==> config.mk <==
export PLATFORM = sky130hd
export DESIGN_NAME = lab2_proc_mem_arbiter
export DESIGN_NICKNAME = d
export VERILOG_FILES = /design/src/rtl/lab2_proc_mem_arbiter_pkg.sv /design/src/rtl/mem_msgs_pkg.sv /design/src/rtl/lab2_proc_mem_arbiter_grant.sv /design/src/rtl/lab2_proc_mem_arbiter.sv
export SDC_FILE = /design/constraint.sdc
export NUM_CORES = 1
export LEC_CHECK = 0
export ABC_CLOCK_PERIOD_IN_PS = 3300
export BUFFER_PORTS_ARGS = -buffer_cell sky130_fd_sc_hd__buf_2
export CAP_MARGIN = 20
export CORE_AREA = 2 2 149 151
export DETAILED_ROUTE_END_ITERATION = 10
export DIE_AREA = 0 0 151 153
export SYNTH_ARGS = -nofsm -noshare
export SYNTH_HDL_FRONTEND = slang
export SYNTH_SLANG_ARGS = --single-unit
==> constraint.sdc <==
create_clock -name clk -period 3.3 [get_ports clk]
set_input_delay 0.165 -clock clk [delete_from_list [all_inputs] [get_ports clk]]
set_output_delay 0.165 -clock clk [all_outputs]
set_load 0.005 [all_outputs]
==> src/rtl/lab2_proc_mem_arbiter_pkg.sv <==
// Constants shared by the processor/memory arbiter and its grant logic:
// source IDs, the opaque bit that carries the source tag, counter width,
// and small helpers for tag rewriting and outstanding-count update.
package lab2_proc_mem_arbiter_pkg;

    localparam logic LAB2_PROC_MEM_SRC_IMEM = 1'b0;
    localparam logic LAB2_PROC_MEM_SRC_DMEM = 1'b1;

    // Bit of the opaque field that identifies the source on the memory side.
    localparam int LAB2_PROC_MEM_OPAQUE_SRC_BIT = 7;

    // Outstanding counters cover the full 1..7 range of p_max_outstanding.
    localparam int LAB2_PROC_MEM_CNT_W = 3;

    // Replace the top opaque bit with the source ID.
    function automatic logic [7:0] tag_opaque(
        input logic       src,
        input logic [6:0] orig_low
    );
        return {src, orig_low};
    endfunction

    // Accept and response in the same cycle cancel out; a response arriving
    // while the count is already 0 leaves it at 0.
    function automatic logic [LAB2_PROC_MEM_CNT_W-1:0] next_outstanding(
        input logic [LAB2_PROC_MEM_CNT_W-1:0] count,
        input logic                           accept,
        input logic                           resp
    );
        if (accept && !resp)
            return count + 1'b1;
        if (resp && !accept && (count != '0))
            return count - 1'b1;
        return count;
    endfunction

endpackage

==> src/rtl/mem_msgs_pkg.sv <==
// Memory message formats shared by the processor, caches and memories.
// Request: type_, opaque tag, byte address, length, write data.
// Response: type_, opaque tag, test bits, length, read data.
package mem_msgs_pkg;

    typedef struct packed {
        logic [2:0]  type_;
        logic [7:0]  opaque;
        logic [31:0] addr;
        logic [1:0]  len;
        logic [31:0] data;
    } mem_req_4B_t;

    typedef struct packed {
        logic [2:0]  type_;
        logic [7:0]  opaque;
        logic [1:0]  test;
        logic [1:0]  len;
        logic [31:0] data;
    } mem_resp_4B_t;

endpackage

==> src/rtl/lab2_proc_mem_arbiter_grant.sv <==
// Two-source grant logic for the processor/memory arbiter.
// Grant bit index equals the source ID (0 imem, 1 dmem); output is one-hot or zero.
// LAB2_PROC_MEM_ARBITER_RR_EN selects round-robin; otherwise dmem has fixed priority
// and last_grant is ignored.
module lab2_proc_mem_arbiter_grant
    import lab2_proc_mem_arbiter_pkg::*;
(
    input  logic [1:0] req,
    input  logic       last_grant,
    output logic [1:0] grant
);

`ifdef LAB2_PROC_MEM_ARBITER_RR_EN
    // Round-robin: on a conflict favour the source that did not win last time.
    always_comb begin
        // NOTE: every output gets a default first so no path leaves it unassigned (no latch).
        grant = 2'b00;
        if (req == 2'b11) begin
            if (last_grant == LAB2_PROC_MEM_SRC_DMEM)
                grant[LAB2_PROC_MEM_SRC_IMEM] = 1'b1;
            else
                grant[LAB2_PROC_MEM_SRC_DMEM] = 1'b1;
        end else begin
            grant = req;
        end
    end
`else
    logic unused_last_grant;
    assign unused_last_grant = last_grant;

    // Fixed priority: dmem wins any conflict.
    always_comb begin
        grant = 2'b00;
        if (req[LAB2_PROC_MEM_SRC_DMEM])
            grant[LAB2_PROC_MEM_SRC_DMEM] = 1'b1;
        else if (req[LAB2_PROC_MEM_SRC_IMEM])
            grant[LAB2_PROC_MEM_SRC_IMEM] = 1'b1;
    end
`endif

endmodule

==> src/rtl/lab2_proc_mem_arbiter.sv <==
// Merges instruction and data memory streams onto one single-port memory.
// Requests pass through a one-entry output buffer (one cycle latency) with the
// source ID written into opaque[7]; responses are steered back combinationally
// by that bit, which is cleared on the way out. Per-source outstanding counters
// stop a source once p_max_outstanding requests are unanswered.
// Build option: LAB2_PROC_MEM_ARBITER_RR_EN enables round-robin arbitration
// (default build uses fixed dmem-over-imem priority).
module lab2_proc_mem_arbiter
    import mem_msgs_pkg::*;
    import lab2_proc_mem_arbiter_pkg::*;
#(
    parameter int p_max_outstanding = 4
)(
    input  logic         clk,
    input  logic         reset,

    input  mem_req_4B_t  imem_reqstream_msg,
    input  logic         imem_reqstream_val,
    output logic         imem_reqstream_rdy,

    output mem_resp_4B_t imem_respstream_msg,
    output logic         imem_respstream_val,
    input  logic         imem_respstream_rdy,

    input  mem_req_4B_t  dmem_reqstream_msg,
    input  logic         dmem_reqstream_val,
    output logic         dmem_reqstream_rdy,

    output mem_resp_4B_t dmem_respstream_msg,
    output logic         dmem_respstream_val,
    input  logic         dmem_respstream_rdy,

    output mem_req_4B_t  mem_reqstream_msg,
    output logic         mem_reqstream_val,
    input  logic         mem_reqstream_rdy,

    input  mem_resp_4B_t mem_respstream_msg,
    input  logic         mem_respstream_val,
    output logic         mem_respstream_rdy
);

    localparam logic [LAB2_PROC_MEM_CNT_W-1:0] MAX_OUT = LAB2_PROC_MEM_CNT_W'(p_max_outstanding);

    logic                           buf_val;
    mem_req_4B_t                    buf_msg;
    logic                           buf_free;
    logic [1:0]                     req;
    logic [1:0]                     grant;
    logic                           last_grant;
    mem_req_4B_t                    tagged_msg;
    logic [LAB2_PROC_MEM_CNT_W-1:0] imem_outstanding;
    logic [LAB2_PROC_MEM_CNT_W-1:0] dmem_outstanding;
    logic                           resp_to_dmem;
    logic                           imem_resp_fire;
    logic                           dmem_resp_fire;

    lab2_proc_mem_arbiter_grant u_grant (
        .req        (req),
        .last_grant (last_grant),
        .grant      (grant)
    );

    // Eligibility, grant fan-out and opaque tagging of the winning request.
    always_comb begin
        buf_free = !buf_val || (buf_val && mem_reqstream_rdy);
        req      = 2'b00;
        req[LAB2_PROC_MEM_SRC_IMEM] = imem_reqstream_val && buf_free && (imem_outstanding < MAX_OUT);
        req[LAB2_PROC_MEM_SRC_DMEM] = dmem_reqstream_val && buf_free && (dmem_outstanding < MAX_OUT);

        imem_reqstream_rdy = grant[LAB2_PROC_MEM_SRC_IMEM];
        dmem_reqstream_rdy = grant[LAB2_PROC_MEM_SRC_DMEM];

        if (grant[LAB2_PROC_MEM_SRC_DMEM]) begin
            tagged_msg        = dmem_reqstream_msg;
            tagged_msg.opaque = tag_opaque(LAB2_PROC_MEM_SRC_DMEM, dmem_reqstream_msg.opaque[6:0]);
        end else begin
            tagged_msg        = imem_reqstream_msg;
            tagged_msg.opaque = tag_opaque(LAB2_PROC_MEM_SRC_IMEM, imem_reqstream_msg.opaque[6:0]);
        end
    end

    // Output buffer valid bit: filled on grant, emptied when memory takes it.
    always_ff @(posedge clk or posedge reset) begin
        // NOTE: sequential state uses non-blocking assignments so all flops update together.
        if (reset)
            buf_val <= 1'b0;
        else if (|grant)
            buf_val <= 1'b1;
        else if (mem_reqstream_rdy)
            buf_val <= 1'b0;
    end

    // Output buffer payload: captured on grant only.
    always_ff @(posedge clk) begin
        // NOTE: payload is qualified by buf_val, so it needs no reset.
        if (|grant)
            buf_msg <= tagged_msg;
    end

    assign mem_reqstream_val = buf_val;
    assign mem_reqstream_msg = buf_msg;

`ifdef LAB2_PROC_MEM_ARBITER_RR_EN
    // Remember which source won the most recent accepted request.
    always_ff @(posedge clk or posedge reset) begin
        if (reset)
            last_grant <= LAB2_PROC_MEM_SRC_DMEM;
        else if (|grant)
            last_grant <= grant[LAB2_PROC_MEM_SRC_DMEM];
    end
`else
    assign last_grant = LAB2_PROC_MEM_SRC_DMEM;
`endif

    // Steer the memory response to its source by the tag bit and clear the tag.
    always_comb begin
        resp_to_dmem = mem_respstream_msg.opaque[LAB2_PROC_MEM_OPAQUE_SRC_BIT];

        imem_respstream_msg = mem_respstream_msg;
        imem_respstream_msg.opaque[LAB2_PROC_MEM_OPAQUE_SRC_BIT] = 1'b0;
        dmem_respstream_msg = imem_respstream_msg;

        imem_respstream_val = mem_respstream_val && !resp_to_dmem;
        dmem_respstream_val = mem_respstream_val &&  resp_to_dmem;
        mem_respstream_rdy  = resp_to_dmem ? dmem_respstream_rdy : imem_respstream_rdy;

        imem_resp_fire = imem_respstream_val && imem_respstream_rdy;
        dmem_resp_fire = dmem_respstream_val && dmem_respstream_rdy;
    end

    // Per-source outstanding request counters.
    always_ff @(posedge clk or posedge reset) begin
        if (reset) begin
            imem_outstanding <= '0;
            dmem_outstanding <= '0;
        end else begin
            imem_outstanding <= next_outstanding(imem_outstanding,
                                                 grant[LAB2_PROC_MEM_SRC_IMEM], imem_resp_fire);
            dmem_outstanding <= next_outstanding(dmem_outstanding,
                                                 grant[LAB2_PROC_MEM_SRC_DMEM], dmem_resp_fire);
        end
    end

endmodule

==> metrics.md <==
| Metric | Value |
|---|---|
| Synth Area in XOR/XNOR | 0.385% |
| CP Data Arrival Time | about 2.3 ns |
| Pwr Total | roughly 3.8 mW |
| Die area | ~23000 um^2 |
| Min-Delay Path Class | in2reg |
| Status | finished, final reports clean |
| Core Region | 21500 um^2 |
| N_diodes | 0 |
| # DRC | 0 |
| Syn Std Cell Area | 4550 um^2 |
| CP Cell Sequence | inv_1, nand3_4, inv_4, buf_12, buf_2 |
| Ports | 386 |
| Final hold violation count | 0 |
| Routed WL | 14.3 mm |
| Crit start category | flip-flop |
| RSZ-0062 raised after global routing | no |
| Setup CP Type | reg2out |
| Initial antenna violation count | 0 |
| Fin crit period | 2.50 ns |
| Maximum vdd drop | 452 uV |
| Worst Hold Path EP | mem_reqstream_msg[30] |
| Maximum fanout along the worst path | 53 |
| Filler cells | about 2300 |
| GRT overflow | 0 |
| Layout cells sized above 1 | 43.5% |
| Cts hold-fix bufs | 1 |
| FF+latch count, synth | 84 |
| Synth Area in Simple Gates | between 20% and 30% |
| Rel. slew slack | 65.3% |
| Library cells used by synthesis | 38 |
| Vias in the first global route | around 3300 |
| Worst Reg2Reg Path Length in Cells | 6 |
| Post-CTS sizing | 0 |
| Vias per std cell | between 3 and 4 |
| Req. time, crit path | 3.13 ns |
| Largest net degree at the start of global routing | 54 |
| Asr flop ratio synth | between 8 and 9% |
| Clock Skew | 0.0174 ns |
| DP Worst Slack | 1.14 ns |
| Worst slew pin tran | approximately 0.52 ns |
| Final worst setup slack | 0.796 ns |
| Post-synthesis mux area share | between 1 and 1.5% |
| Reg2reg start | dmem_outstanding[2] |
| Seq/Total Area, Yosys | 54.7% |
| Num CTS Buffers | 9 |
| Clk_lat worst skew | 0.35 ns |
| Routed Antenna Nets | 0 |
| Adder-Cell Fraction of Synth Area | 1.65% |
| Capturing point of the worst reg2reg path | mem_reqstream_msg[41] |
| Height of the chip | about 150 um |
| Row cnt | 54 |
| RePlAce Congestion | 0.737 |
| H-tree depth | 3 |
| Leak Pwr | 2.85 nW |
| Initial Utilization | about a fifth |
| Worst hold margin | roughly 0.071 ns |
| Area delta synth->final | 24.8% |
| Fmax | 399 MHz |
| First-pass DRT Iterations | 4 |
| Total vias in the final route | 3458 |
| Root Buffer Master | clkbuf_16 |
| Min-delay src | dmem_reqstream_msg[30] |
| Leading cell type in the layout, fill and taps excluded | buf_2 |
| Setup TNS | 0 ns |
| Post-synthesis compound-gate area fraction | 1.93% |
| CTS tree | yes |
| DR iter-0 viols | about 140 |
| Worst Setup End Kind | primary output |
| Most frequent cells in the layout | 243 x buf_2, 229 x nand2_1, 77 x edfxtp_1 |
| Clock Path Buffers | 2 |
| Top FF cell, synth | edfxtp_1 |
| Avg Cell Area, Syn | 9.57 um^2 |
| Crit path largest cell delay | 0.53 ns |
| Synth warn | 0 |
| Hpwl dp | 11.4 mm |
| Largest family of logic cells by synthesized area | simple AND/OR/NAND/NOR gates |
| Final #Nets | 840 |
| IO buf count | 243 |
| Post-synth EDFFs | 77 |
| First-pass GRT wire length | 19.7 mm |
| Hold depth | 3 |
| Post-CTS Setup Bufs | 0 |
| Tcrit/Tclk final | approximately three quarters |
| Clk sinks | 84 |
| Clk slew on worst S/H paths | 0.08 ns |
| GR Util All Layers | 11.9% |
| FF-to-FF setup slack | 1.17 ns |
| Max-cap violation count | 0 |
| Die width | 151 um |
| Power per cell area | 665 nW/um^2 |
| Slew Limit Fails | 0 |
| Slowest-stage cell, CP | inv_4 |
| Avg WL per Cell | 15.7 um |
| Endpoints failing setup | 0 |
| Syn Inst Count | 475 |
==> how the worst max path moves through the flow <==
stage	endpoint	start	depth (start not counted)	slack, ns
6_report	dmem_reqstream_rdy	dmem_outstanding[2]	5	0.80
5_1_grt	dmem_reqstream_rdy	dmem_outstanding[2]	5	0.59
4_1_cts	dmem_reqstream_rdy	dmem_outstanding[2]	5	0.74
3_5_place_dp	mem_reqstream_msg[16]	mem_reqstream_val	6	1.14
3_3_place_gp	dmem_reqstream_rdy	dmem_outstanding[2]	5	1.13
2_1_floorplan	mem_reqstream_msg[0]	mem_reqstream_val	5	0.27
==> sequential cells by signal, indices dropped and copies added (netlist names) <==
register and cells:
dmem_outstanding 3, mem_reqstream_msg 77, imem_outstanding 3, mem_reqstream_val 1
==> through the flow <==
step	util, %	cell area (um^2)	cells
finish	26.4	5680	910
global route	26.4	5680	910
floorplan	-	4550	476
CTS	26.4	5680	910
detailed placement	25.1	5380	893
global placement	25.1	5380	893
==> per-layer routing <==
layer | track usage (%) | up-vias | share of wire, %
li1 | - | 1724 | -
met1 | 9.76 | 1464 | 31
met2 | 23.4 | 242 | 54
met3 | 5.82 | 28 | 13
met4 | 4.90 | 0 | 3.0
met5 | 0 | - | 0
==> report_power, final <==
part           internal [mW]  total (mW)  switching (mW)
clock                  0.523       0.980           0.458
combinational          0.464        1.11           0.646
sequential              1.58        1.68          0.0985
==> cells by family (layout without fill, tap and decap cells) <==
kind of cell             Yosys count  in the layout
XOR/XNOR                           2              2
AND/OR/NAND/NOR                  245            245
buffers and inverters            120            274
AO/OA/AOI/OAI                     13             13
flip-flops                        84             84
multiplexers                       4              4
adder cells (fa/ha/maj)            6              6
other                              1              2
==> cell type report <==
type | count | area, um^2 | share of cell area, %
Clock buffer | 9 | 225 | 3.97
Clock inverter | 7 | 58.8 | 1.04
Inverter | 10 | 40.0 | 0.705
Multi-Input combinational cell | 272 | 1230 | 21.7
Sequential cell | 84 | 2490 | 43.8
Tap cell | 280 | 350 | 6.17
Timing Repair Buffer | 248 | 1280 | 22.6
==> cells in the mapped netlist, types with 2 or more instances <==
| library cell | count | area share, % |
|---|---|---|
| ha_1 | 6 | 1.7 |
| o211ai_1 | 2 | 0.33 |
| inv_1 | 9 | 0.74 |
| buf_4 | 94 | 16 |
| xnor2_1 | 2 | 0.39 |
| nor2_2 | 2 | 0.28 |
| o21ai_0 | 3 | 0.33 |
| dfrtp_1 | 7 | 3.9 |
| nand2_1 | 230 | 19 |
| buf_2 | 13 | 1.4 |
| buf_6 | 2 | 0.50 |
| edfxtp_1 | 77 | 51 |
| nor2b_1 | 2 | 0.28 |
| mux2_2 | 2 | 0.50 |
==> worst max-delay path: cells and delay by family, from the launching register on <==
family        cells  cell delay, ns
simple gates      1            0.40
flops             1            0.39
buf+inv           4            1.12
Power figures use the tool's default switching activity.
